### src/rtl/mvau_weight_loader.sv
// Runtime-loadable MVAU weight store for one PE: AXI-Stream writer, 1-cycle registered read.
// Optional tlast framing check enabled by defining WMEM_TLAST_CHECK_EN.
module mvau_weight_loader #(
  parameter int SIMD         = 2,
  parameter int TW           = 1,
  parameter int WMEM_DEPTH   = 4,
  parameter int WMEM_ADDR_BW = 4
) (
  input  logic                    aclk,
  input  logic                    aresetn,
  input  logic                    load_start,
  input  logic [SIMD*TW-1:0]      s_axis_wtdata,
  input  logic                    s_axis_wtvalid,
  output logic                    s_axis_wtready,
`ifdef WMEM_TLAST_CHECK_EN
  input  logic                    s_axis_wtlast,
  output logic                    load_err,
`endif
  input  logic [WMEM_ADDR_BW-1:0] wmem_addr,
  output logic [SIMD*TW-1:0]      wmem_out,
  output logic                    wmem_ready,
  output logic                    load_done
);

  localparam int DW = SIMD * TW;
  localparam int MW = (WMEM_DEPTH > 1) ? $clog2(WMEM_DEPTH) : 1;
  localparam logic [WMEM_ADDR_BW-1:0] LAST =
    WMEM_ADDR_BW'(WMEM_DEPTH - 1);
  localparam logic [WMEM_ADDR_BW:0] DEPTH =
    (WMEM_ADDR_BW + 1)'(WMEM_DEPTH);

  typedef enum logic {
    S_LOAD,
    S_READY
  } state_t;

  state_t                  r_state;
  state_t                  w_state_nxt;
  logic [WMEM_ADDR_BW-1:0] r_wr_ptr;
  logic [WMEM_ADDR_BW-1:0] w_wr_ptr_nxt;
  logic                    r_done;
  logic                    w_done_nxt;
  logic [DW-1:0]           r_out;
  logic [DW-1:0]           w_out_nxt;
  logic                    w_beat;
  logic                    w_rd_hit;
  logic [MW-1:0]           w_wr_idx;
  logic [MW-1:0]           w_rd_idx;

  (* ram_style = "auto" *)
  logic [DW-1:0] mem [WMEM_DEPTH];

  assign s_axis_wtready = (r_state == S_LOAD);
  assign w_beat   = s_axis_wtvalid & s_axis_wtready;
  assign w_wr_idx = r_wr_ptr[MW-1:0];
  assign w_rd_idx = wmem_addr[MW-1:0];
  assign w_rd_hit = ({1'b0, wmem_addr} < DEPTH);

  // Contents survive reset; only a new load overwrites them.
  always_ff @(posedge aclk) begin
    if (w_beat) begin
      mem[w_wr_idx] <= s_axis_wtdata;
    end
  end

  always_ff @(posedge aclk or negedge aresetn) begin
    if (!aresetn) begin
      r_state  <= S_LOAD;
      r_wr_ptr <= '0;
      r_done   <= 1'b0;
      r_out    <= '0;
    end else begin
      r_state  <= w_state_nxt;
      r_wr_ptr <= w_wr_ptr_nxt;
      r_done   <= w_done_nxt;
      r_out    <= w_out_nxt;
    end
  end

  always_comb begin
    w_state_nxt  = r_state;
    w_wr_ptr_nxt = r_wr_ptr;
    w_done_nxt   = 1'b0;
    w_out_nxt    = '0;
    unique case (r_state)
      S_LOAD: begin
        if (w_beat) begin
          if (r_wr_ptr == LAST) begin
            w_wr_ptr_nxt = '0;
            w_state_nxt  = S_READY;
            w_done_nxt   = 1'b1;
          end else begin
            w_wr_ptr_nxt = r_wr_ptr + WMEM_ADDR_BW'(1);
          end
        end
      end
      S_READY: begin
        // The read on the load_start edge still completes.
        if (w_rd_hit) begin
          w_out_nxt = mem[w_rd_idx];
        end
        if (load_start) begin
          w_state_nxt  = S_LOAD;
          w_wr_ptr_nxt = '0;
        end
      end
    endcase
  end

  assign wmem_out   = r_out;
  assign wmem_ready = (r_state == S_READY);
  assign load_done  = r_done;

`ifdef WMEM_TLAST_CHECK_EN
  logic r_err;
  logic w_frame_bad;

  // tlast must mark exactly the final word; the load still ends by count.
  assign w_frame_bad = w_beat & (s_axis_wtlast ^ (r_wr_ptr == LAST));

  always_ff @(posedge aclk or negedge aresetn) begin
    if (!aresetn) begin
      r_err <= 1'b0;
    end else if ((r_state == S_READY) && load_start) begin
      r_err <= 1'b0;
    end else if (w_frame_bad) begin
      r_err <= 1'b1;
    end
  end

  assign load_err = r_err;
`endif

endmodule

### config.mk
export PLATFORM = sky130hd
export DESIGN_NAME = mvau_weight_loader
export DESIGN_NICKNAME = d
export VERILOG_FILES = /design/src/rtl/mvau_weight_loader.sv
export SDC_FILE = /design/constraint.sdc
export NUM_CORES = 1
export LEC_CHECK = 0
export CORE_MARGIN = 5
export CORE_UTILIZATION = 55
export DETAILED_ROUTE_END_ITERATION = 12
export DONT_BUFFER_PORTS = 1
export PLACE_DENSITY = 0.7
export RECOVER_POWER = 50
export SYNTH_ARGS = -nofsm -noshare
export SYNTH_HDL_FRONTEND = slang
export SYNTH_SLANG_ARGS = --single-unit
### constraint.sdc
create_clock -name aclk -period 1.7 [get_ports aclk]
set_clock_uncertainty 0.15 [all_clocks]
set_input_delay 0.085 -clock aclk [delete_from_list [all_inputs] [get_ports aclk]]
set_output_delay 0.085 -clock aclk [all_outputs]
set_load 0.005 [all_outputs]
==> flow_metrics.tcl <==
set metrics [dict create \
    hold_start "s_axis_wtvalid" \
    hold_path_end "load_done" \
    cp-start-kind "register" \
    worstSetupPathType "reg2reg" \
    hpwl_um 1040 \
    grt_use_met3_pct 4.69 \
    antenna_cells 0 \
    yosysSeqAreaShare_pct 60.8 \
    cts_sinks 16 \
    first_global_vias 516 \
    p_leak_nw 0.369 \
    die_area_um2 2140 \
    num_vias 500 \
    worstMarginPinSlew_ps 509 \
    cts_resized 0 \
    drc_errors 0 \
    wl_um 1400 \
    whs_path_depth 2 \
    use_met2_pct 25.5 \
    start_util_pct 57.1 \
    core_um2 1270 \
    slew_headroom_pct 66.0 \
    crit_path_end_kind "register" \
    setup_tns_ps 0 \
    max-cap-violations 0 \
    p_per_area_nw_per_um2 1280 \
    clk_pin_slew_worst_paths_ps 90 \
    synthTopCellsByArea "edfxtp_1 (33%), dfrtp_1 (28%), mux4_1 (7.3%)" \
    ir_drop_v 0.000759 \
    r2r_setup_slack_ps 140 \
    die_w_um 46.3 \
    ys.flop_type "edfxtp_1" \
    cts_made_buffers 3 \
    multiInputGateArea_um2 269 \
    grt_pass1_wl_um 2370 \
    worstPathMaxFanout 5 \
    finalCritPeriodShare_pct 91.6 \
    boundaryPins 15 \
    core.rowCount 13 \
    clk_path_buf_depth 2 \
    drt_iter0_drc 16 \
    yosys_warnings 0 \
    die_h_um 46.3 \
    use_met1_pct 19.8 \
    synth_edf_count 8 \
    min_period_ps 1560 \
    grt_antenna_before_repair 0 \
    syn_area_um2 724 \
    slew_violations 0 \
    ant_nets 0 \
    status "completed" \
    synth_top_area_share_pct 33.2 \
    root_buffer "clkbuf_4" \
    drtPass1Iterations 4 \
    finalSetupViolCount 0 \
    io_buffers 0 \
    synth_nets 68 \
    gp_congestion 0.853 \
    area_growth_pct 18.7 \
    drive_gt1_share_pct 5.97 \
    rr_startpoint "r_wr_ptr[0]" \
    holdWs_ps 24.4 \
    viasPerCell 6.10 \
    critical-path-slowest-cell "dfrtp_1" \
    crit_chain "ha_1 > nor3b_1 > and2_1 > or2_2" \
    grt_busiest_layer "met2" \
    hp-class "in2reg" \
    cpLargestDelayFamily "simple AND/OR/NAND/NOR gates" \
    rsz0062_at_grt "no" \
    crit_required_ps 1720 \
    postSynthCellCount 54 \
    timing.rr.end "wmem_ready" \
    synth_top_area_cell "edfxtp_1" \
    grt_max_degree 13 \
    htreeDepth 1 \
    max_stage_delay_ps 440 \
    synth.avg_cell_area_um2 13.4 \
    clock_latency_ps 290 \
    critPathBufInv 0 \
    crit_arrival_ps 1580 \
    hold_viol 0 \
    worst-r2r-cell-count 4 \
    synth.distinct_cells 21 \
    cts_tree "built" \
    regArea_um2 440 \
    async_flop_share_pct 50.0 \
    synthTopCellsByCount "dfrtp_1 (8), edfxtp_1 (8), and2_1 (5), nand2_1 (5), ha_1 (4)" \
    grtUsageTotal_pct 16.2 \
    nNetsFinal 82 \
    synth_seq_cells 16 \
    fmax_mhz 642 \
    wl_per_cell_um 17.1 \
    grt_overflow 0 \
    final.fill_count 86 \
]
## per-layer routing
layer / vias to the layer above / wire [um]
met5: - / 0
met4: 0 / 42
met3: 4 / 123
met2: 29 / 681
met1: 246 / 552
li1: 221 / -
## how the worst max path moves through the flow
stage                     cells past startpoint        start  slack (ps)    endpoint
after floorplan                               4  r_wr_ptr[0]         260  wmem_ready
after global placement                        4  r_wr_ptr[1]         230  wmem_ready
after detailed placement                      4  r_wr_ptr[0]         150  wmem_ready
after CTS                                     4  r_wr_ptr[0]         140  wmem_ready
after global routing                          4  r_wr_ptr[0]          70  wmem_ready
final                                         4  r_wr_ptr[0]         140  wmem_ready
## sequential cells by signal, indices dropped and copies added, names as in the netlist
register	count
load_done	1
r_wr_ptr	4
wmem_ready	1
wmem_out	2
mem	8
## power by group
| part | internal, mW | leakage (nW) | switching, mW |
|---|---|---|---|
| logic | 0.138 | 0.174 | 0.171 |
| clock network | 0.0912 | 0.0150 | 0.110 |
| registers | 0.510 | 0.180 | 0.0786 |
| total | 0.739 | 0.369 | 0.360 |
## kinds of logic (layout without fill, tap and decap cells)
group | count (synthesis) | after routing | synth area share [%]
DFF | 16 | 16 | 60.8
and+or+nand+nor | 20 | 20 | 15.7
AOI/OAI and AO/OA | 6 | 6 | 4.66
adders and majority gates | 4 | 4 | 6.91
muxes | 3 | 3 | 8.64
xor gates and xnor gates | 1 | 1 | 1.21
buffers and inverters | 4 | 17 | 2.07
## final cells by class
class,instances,area share (%)
sequential,16,51.2
multi-input combinational,34,31.3
timing repair buffer,10,10.9
clock buffer,4,3.06
tap,15,2.18
inverter,3,1.31
## worst reg2reg max path: cells and delay by family (launching register included)
family / cells / cell delay (ps)
fa+ha+maj: 1 / 260
flops: 1 / 440
simple gates: 3 / 580
## metrics by stage
stage          area (um^2)  util [%]  power (mW)  setup WS, ps  std cells
4_1_cts                863      68.0        1.11           137         82
2_1_floorplan          724         -       0.791           261         54
6_report               860      67.8        1.10           143         82
3_3_place_gp           747      58.9       0.853           230         69
5_1_grt                860      67.8        1.19          68.9         82
3_5_place_dp           747      58.9       0.886           150         69
## layout by cell type (no fill, tap or decap), drive strengths merged, types with 2 or more instances in the layout
cell type / n
nand2: 5
nor2: 2
o21ai: 2
inv: 3
and3: 2
and2: 5
ha: 4
clkbuf: 5
mux4: 2
edfxtp: 8
dfrtp: 8
o22ai: 3
dlygate4sd3: 9
## repair_timing
item | CTS | global route
endpoints found under the hold margin | 23 | 0
hold buffers | 9 | 0
setup endpoints to repair | 0 | 0
setup buffers | 0 | 0
(Power assumes the default switching activity.)
